**src/rtl/wb_regfile_pkg.sv**
```systemverilog
// wb_regfile_pkg: shared register-file geometry (register count, data width, zero-register index).
package wb_regfile_pkg;
    localparam int NUM_REGS = 32;
    localparam int DATA_W   = 32;
    localparam int ADDR_W   = $clog2(NUM_REGS);
    localparam logic [ADDR_W-1:0] ZERO_REG = '0;
endpackage

```
**src/rtl/wb_regfile_gpr_array.sv**
```systemverilog
// gpr_array: 32x32 general-purpose register storage with one write port and two combinational read ports.
module gpr_array
    import wb_regfile_pkg::*;
(
    input  logic              clk,
    input  logic              rst_n,
    input  logic              wr_en_i,
    input  logic [ADDR_W-1:0] wr_addr_i,
    input  logic [DATA_W-1:0] wr_data_i,
    input  logic [ADDR_W-1:0] rd_a_addr_i,
    input  logic [ADDR_W-1:0] rd_b_addr_i,
    output logic [DATA_W-1:0] rd_a_data_o,
    output logic [DATA_W-1:0] rd_b_data_o
);
    logic [DATA_W-1:0] regs_q [NUM_REGS];

    always_ff @(posedge clk) begin
        if (!rst_n) begin
            for (int i = 0; i < NUM_REGS; i++) regs_q[i] <= '0;
        end else if (wr_en_i && wr_addr_i != ZERO_REG) begin
            regs_q[wr_addr_i] <= wr_data_i;
        end
    end

    // The zero register is hard-wired so it reads 0 even before the first reset.
    assign rd_a_data_o = (rd_a_addr_i == ZERO_REG) ? '0 : regs_q[rd_a_addr_i];
    assign rd_b_data_o = (rd_b_addr_i == ZERO_REG) ? '0 : regs_q[rd_b_addr_i];
endmodule

```
**src/rtl/wb_regfile.sv**
```systemverilog
// wb_regfile: writeback mux, register file and retired-write counter.
// Define WB_BYPASS_EN to forward the same-cycle writeback value onto the read ports.
module wb_regfile
    import wb_regfile_pkg::*;
(
    input  logic              clk,
    input  logic              rst_n,
    input  logic [DATA_W-1:0] i_busC,
    input  logic [DATA_W-1:0] i_out,
    input  logic [ADDR_W-1:0] i_rd,
    input  logic              i_GPRWR,
    input  logic              i_MTR,
    input  logic [ADDR_W-1:0] i_rs,
    input  logic [ADDR_W-1:0] i_rt,
    output logic [DATA_W-1:0] o_busA,
    output logic [DATA_W-1:0] o_busB,
    output logic [DATA_W-1:0] o_wbdata,
    output logic [DATA_W-1:0] o_wbcnt
);
    logic              wr_en;
    logic [DATA_W-1:0] rd_a_data;
    logic [DATA_W-1:0] rd_b_data;
    logic [DATA_W-1:0] wbcnt_q;
    logic [DATA_W-1:0] wbcnt_d;

    assign o_wbdata = i_MTR ? i_out : i_busC;
    assign wr_en    = rst_n && i_GPRWR && i_rd != ZERO_REG;
    assign wbcnt_d  = wr_en ? wbcnt_q + 1'b1 : wbcnt_q;

    gpr_array u_gpr (
        .clk         (clk),
        .rst_n       (rst_n),
        .wr_en_i     (wr_en),
        .wr_addr_i   (i_rd),
        .wr_data_i   (o_wbdata),
        .rd_a_addr_i (i_rs),
        .rd_b_addr_i (i_rt),
        .rd_a_data_o (rd_a_data),
        .rd_b_data_o (rd_b_data)
    );

    always_ff @(posedge clk) begin
        if (!rst_n) wbcnt_q <= '0;
        else        wbcnt_q <= wbcnt_d;
    end

    assign o_wbcnt = wbcnt_q;

`ifdef WB_BYPASS_EN
    assign o_busA = (wr_en && i_rd == i_rs) ? o_wbdata : rd_a_data;
    assign o_busB = (wr_en && i_rd == i_rt) ? o_wbdata : rd_b_data;
`else
    assign o_busA = rd_a_data;
    assign o_busB = rd_b_data;
`endif
endmodule
```
**config.mk**
```make
export PLATFORM = sky130hd
export DESIGN_NAME = wb_regfile
export DESIGN_NICKNAME = d
export VERILOG_FILES = /design/src/rtl/wb_regfile_pkg.sv /design/src/rtl/wb_regfile_gpr_array.sv /design/src/rtl/wb_regfile.sv
export SDC_FILE = /design/constraint.sdc
export NUM_CORES = 2
export LEC_CHECK = 0
export CAP_MARGIN = 20
export CORE_MARGIN = 2
export CORE_UTILIZATION = 55
export DETAILED_ROUTE_END_ITERATION = 16
export HOLD_SLACK_MARGIN = 0.1
export PLACE_DENSITY = 0.78
export SYNTH_ARGS = -nofsm -noshare
export SYNTH_HDL_FRONTEND = slang
export SYNTH_HIERARCHICAL = 1
export SYNTH_SLANG_ARGS = --single-unit
```
**constraint.sdc**
```tcl
create_clock -name clk -period 7.66 [get_ports clk]
set_input_delay 1.532 -clock clk [delete_from_list [all_inputs] [get_ports clk]]
set_output_delay 1.532 -clock clk [all_outputs]
set_load 0.03 [all_outputs]
```
==> run_results.csv <==
group,metric,value,unit
timing,tns,0,ns
placed_design,place_congestion,0.930,
worst_setup_path,cp_data_arrival_time,5.48,ns
power_and_ir_drop,ir_drop,0.194,mV
synthesis,yosys.area.top_type,"edfxtp_1",
drt,wl,176,mm
synthesis,synth.area.top_cells,"edfxtp_1 (55%), mux4_2 (19%), and2_1 (11%)",
global_routing,grt_util_all_layers,33.6,%
cts,clk_latency,0.69,ns
cts,path_clk_slew,0.06,ns
cts,cts.repair.resized,0,
final_layout,regArea,0.0314,mm^2
global_routing,grt_pass1_wl,250,mm
final_layout,final_nets,3897,
worst_setup_path,crit_required,6.13,ns
floorplan,dieArea,0.105,mm^2
placed_design,placed_cells,5071,
synthesis,async_flop_share,0,%
timing,timing.fmax,0.143,GHz
cts,htree_levels,3,
synthesis,synth_warnings,6,
floorplan,rows,117,
timing,final_hold_viol_count,0,
final_layout,multiInputGateArea,0.0235,mm^2
run,cap_viol_max_count,0,
placed_design,portBuffers,210,
drt,drt_iter0_markers,5552,
worst_setup_path,critPathLaunchType,"input port",
final_layout,drive_gt1_share,23.2,%
min_path,hp-class,"reg2reg",
worst_setup_path,worstPathMaxFanout,24,
synthesis,netlist_instances,3742,
drt,drc_errors,0,
final_layout,final_core_util,62.5,%
floorplan,die_w,324,um
synthesis,syn_avg_cell_area,15.0,um^2
timing,rsz0062_at_grt,"false",
cts,hold_buffers,0,
timing,clock_skew,0.00924,ns
floorplan,start_util,55.4,%
cts,cts.sinks,1056,
drt,antenna_left,0,
cts,clock_path_buffers,3,
global_routing,grt_pass1_vias,37000,
timing,slew_violations,0,
final_layout,area_growth,13.0,%
cts,clockRootBuffer,"clkbuf_16",
cts,numCtsBuffers,108,
timing,worst_pin_slew,1.25,ns
status,status,"completed",
global_routing,grt_max_degree,81,
drt,routedWlPerCell,33.3,um
floorplan,coreArea,0.102,mm^2
synthesis,synth-seq-area-share,55.8,%
timing,period_needed,7.01,ns
floorplan,boundaryPins,211,
global_routing,grt_antenna_before_repair,7,
synthesis,synthesis.area,0.0562,mm^2
power_and_ir_drop,p_per_area,222,mW/mm^2
synthesis,ys_types,54,
cts,cts_tree,"built",
synthesis,ys_ff_latch,1056,
final_layout,fin_cells,5273,
cts,cts_setup_buffers,0,
timing,max_slew_margin,16.4,%
worst_setup_path,worstSetupPathType,"in2out",
drt,via_count,36900,
synthesis,synth-main-ff-cell,"edfxtp_1",
placed_design,post-dp-hpwl,100,mm
final_layout,nFillCells,7230,
synthesis,synth_edf_count,1024,
timing,setup_viol,0,
floorplan,die_h,324,um
drt,drt-pass1-iter-count,5,
worst_setup_path,end_kind,"primary output",
timing,finalCritPeriodShare,91.5,%
synthesis,yosys.area.top_type_share,54.7,%
drt,viasPerCell,6.99,
power_and_ir_drop,p_leak,21.6,nW
global_routing,grt_remaining_overflow,0,
## routing by layer
| layer | routed length [um] | part of all wire, % | GRT usage, % |
|---|---|---|---|
| met1 | 60600 | 34 | 44.6 |
| met2 | 79700 | 45 | 51.0 |
| met3 | 24400 | 14 | 8.30 |
| met4 | 11100 | 6.3 | 19.2 |
| met5 | 0 | 0 | 0 |
## final cells by class
type / instances / share of cell area, %
Clock inverter: 65 / 1.10
Sequential cell: 1056 / 49.4
Clock buffer: 136 / 4.57
Multi-Input combinational cell: 2304 / 37.0
Inverter: 7 / 0.0414
Antenna cell: 1 / 0.00394
Tap cell: 1368 / 2.69
Timing Repair Buffer: 336 / 5.15
## sequential cells by signal, summed over array words and instances, names as in the netlist
signal	cells
o_wbcnt	32
u_gpr/regs_q	1024
## through the flow
step / hold slack [ns] / setup WS [ns] / area [um^2] / power [mW]
final: 0.489 / 0.650 / 63500 / 14.1
after global routing: 0.506 / 0.636 / 63500 / 14.4
after CTS: 0.495 / 0.860 / 63500 / 14.1
after detailed placement: 0.478 / 0.868 / 59900 / 8.75
after global placement: 0.470 / 0.890 / 59900 / 8.71
after floorplan: 0.599 / 1.97 / 56400 / 8.01
## report_power, final
group | internal [mW] | total, mW | switching, mW
registers | 6.63 | 6.80 | 0.164
logic | 0.773 | 1.89 | 1.12
clock network | 3.15 | 5.41 | 2.27
total | 10.6 | 14.1 | 3.55
## kinds of logic after synthesis
kind of cell / count (synthesis) / share of synthesized area (%)
compound gates: 338 / 4.36
other cells: 1 / 0.00667
simple gates: 1235 / 13.4
xor+xnor: 6 / 0.0934
buf+inv: 413 / 3.39
flops: 1056 / 55.8
fa+ha+maj: 1 / 0.0222
mux: 692 / 22.9
## critical path, cell delays in order
cell,delay (ns)
clkdlybuf4s50_1,0.61
buf_4,0.29
or3b_2,0.88
o22ai_1,0.20
a2111oi_0,0.96
nor3_1,0.30
clkdlybuf4s50_1,0.70
## worst paths after layout
check | from | end | cells after the start | slack, ns
max | i_rt[3] | o_busB[19] | 7 | 0.65
min | o_wbcnt[17] | o_wbcnt[17] | 2 | 0.49
max reg2reg | o_wbcnt[9] | o_wbcnt[27] | 4 | 5.48
min reg2reg | o_wbcnt[17] | o_wbcnt[17] | 2 | 0.49
## placed cells by master (no fill, tap or decap), drive strengths merged, types with 9 or more instances in the layout
master and count:
mux4 470, a22oi 18, dfxtp 32, nor2b 15, o31ai 15, nor2 43
nand2b 11, nand3 17, clkdlybuf4s50 200, nor3 55, o21ai 37, a21oi 27
a2111oi 29, mux2 62, mux2i 160, o22ai 79, clkinv 43, or4 17
a211oi 34, conb 32, nor4 13, and2 1000, a22o 51, edfxtp 1024
buf 136, bufinv 14, clkbuf 136, inv 9, nand2 26, o221ai 27
## synth_stat cells (all sizes together) (15+ instances only)
cell and n:
mux4 470, o22ai 79, clkbuf 286, nand2 26
and2 1000, a21oi 27, mux2i 160, nand3 17
a22o 51, a2111oi 29, buf 120, a22oi 18
dfxtp 32, nor2 43, mux2 62, o21ai 37
nor3 55, nor2b 15, or4 17, o221ai 27
edfxtp 1024, o31ai 15, a211oi 34
(Power assumes the default switching activity.)
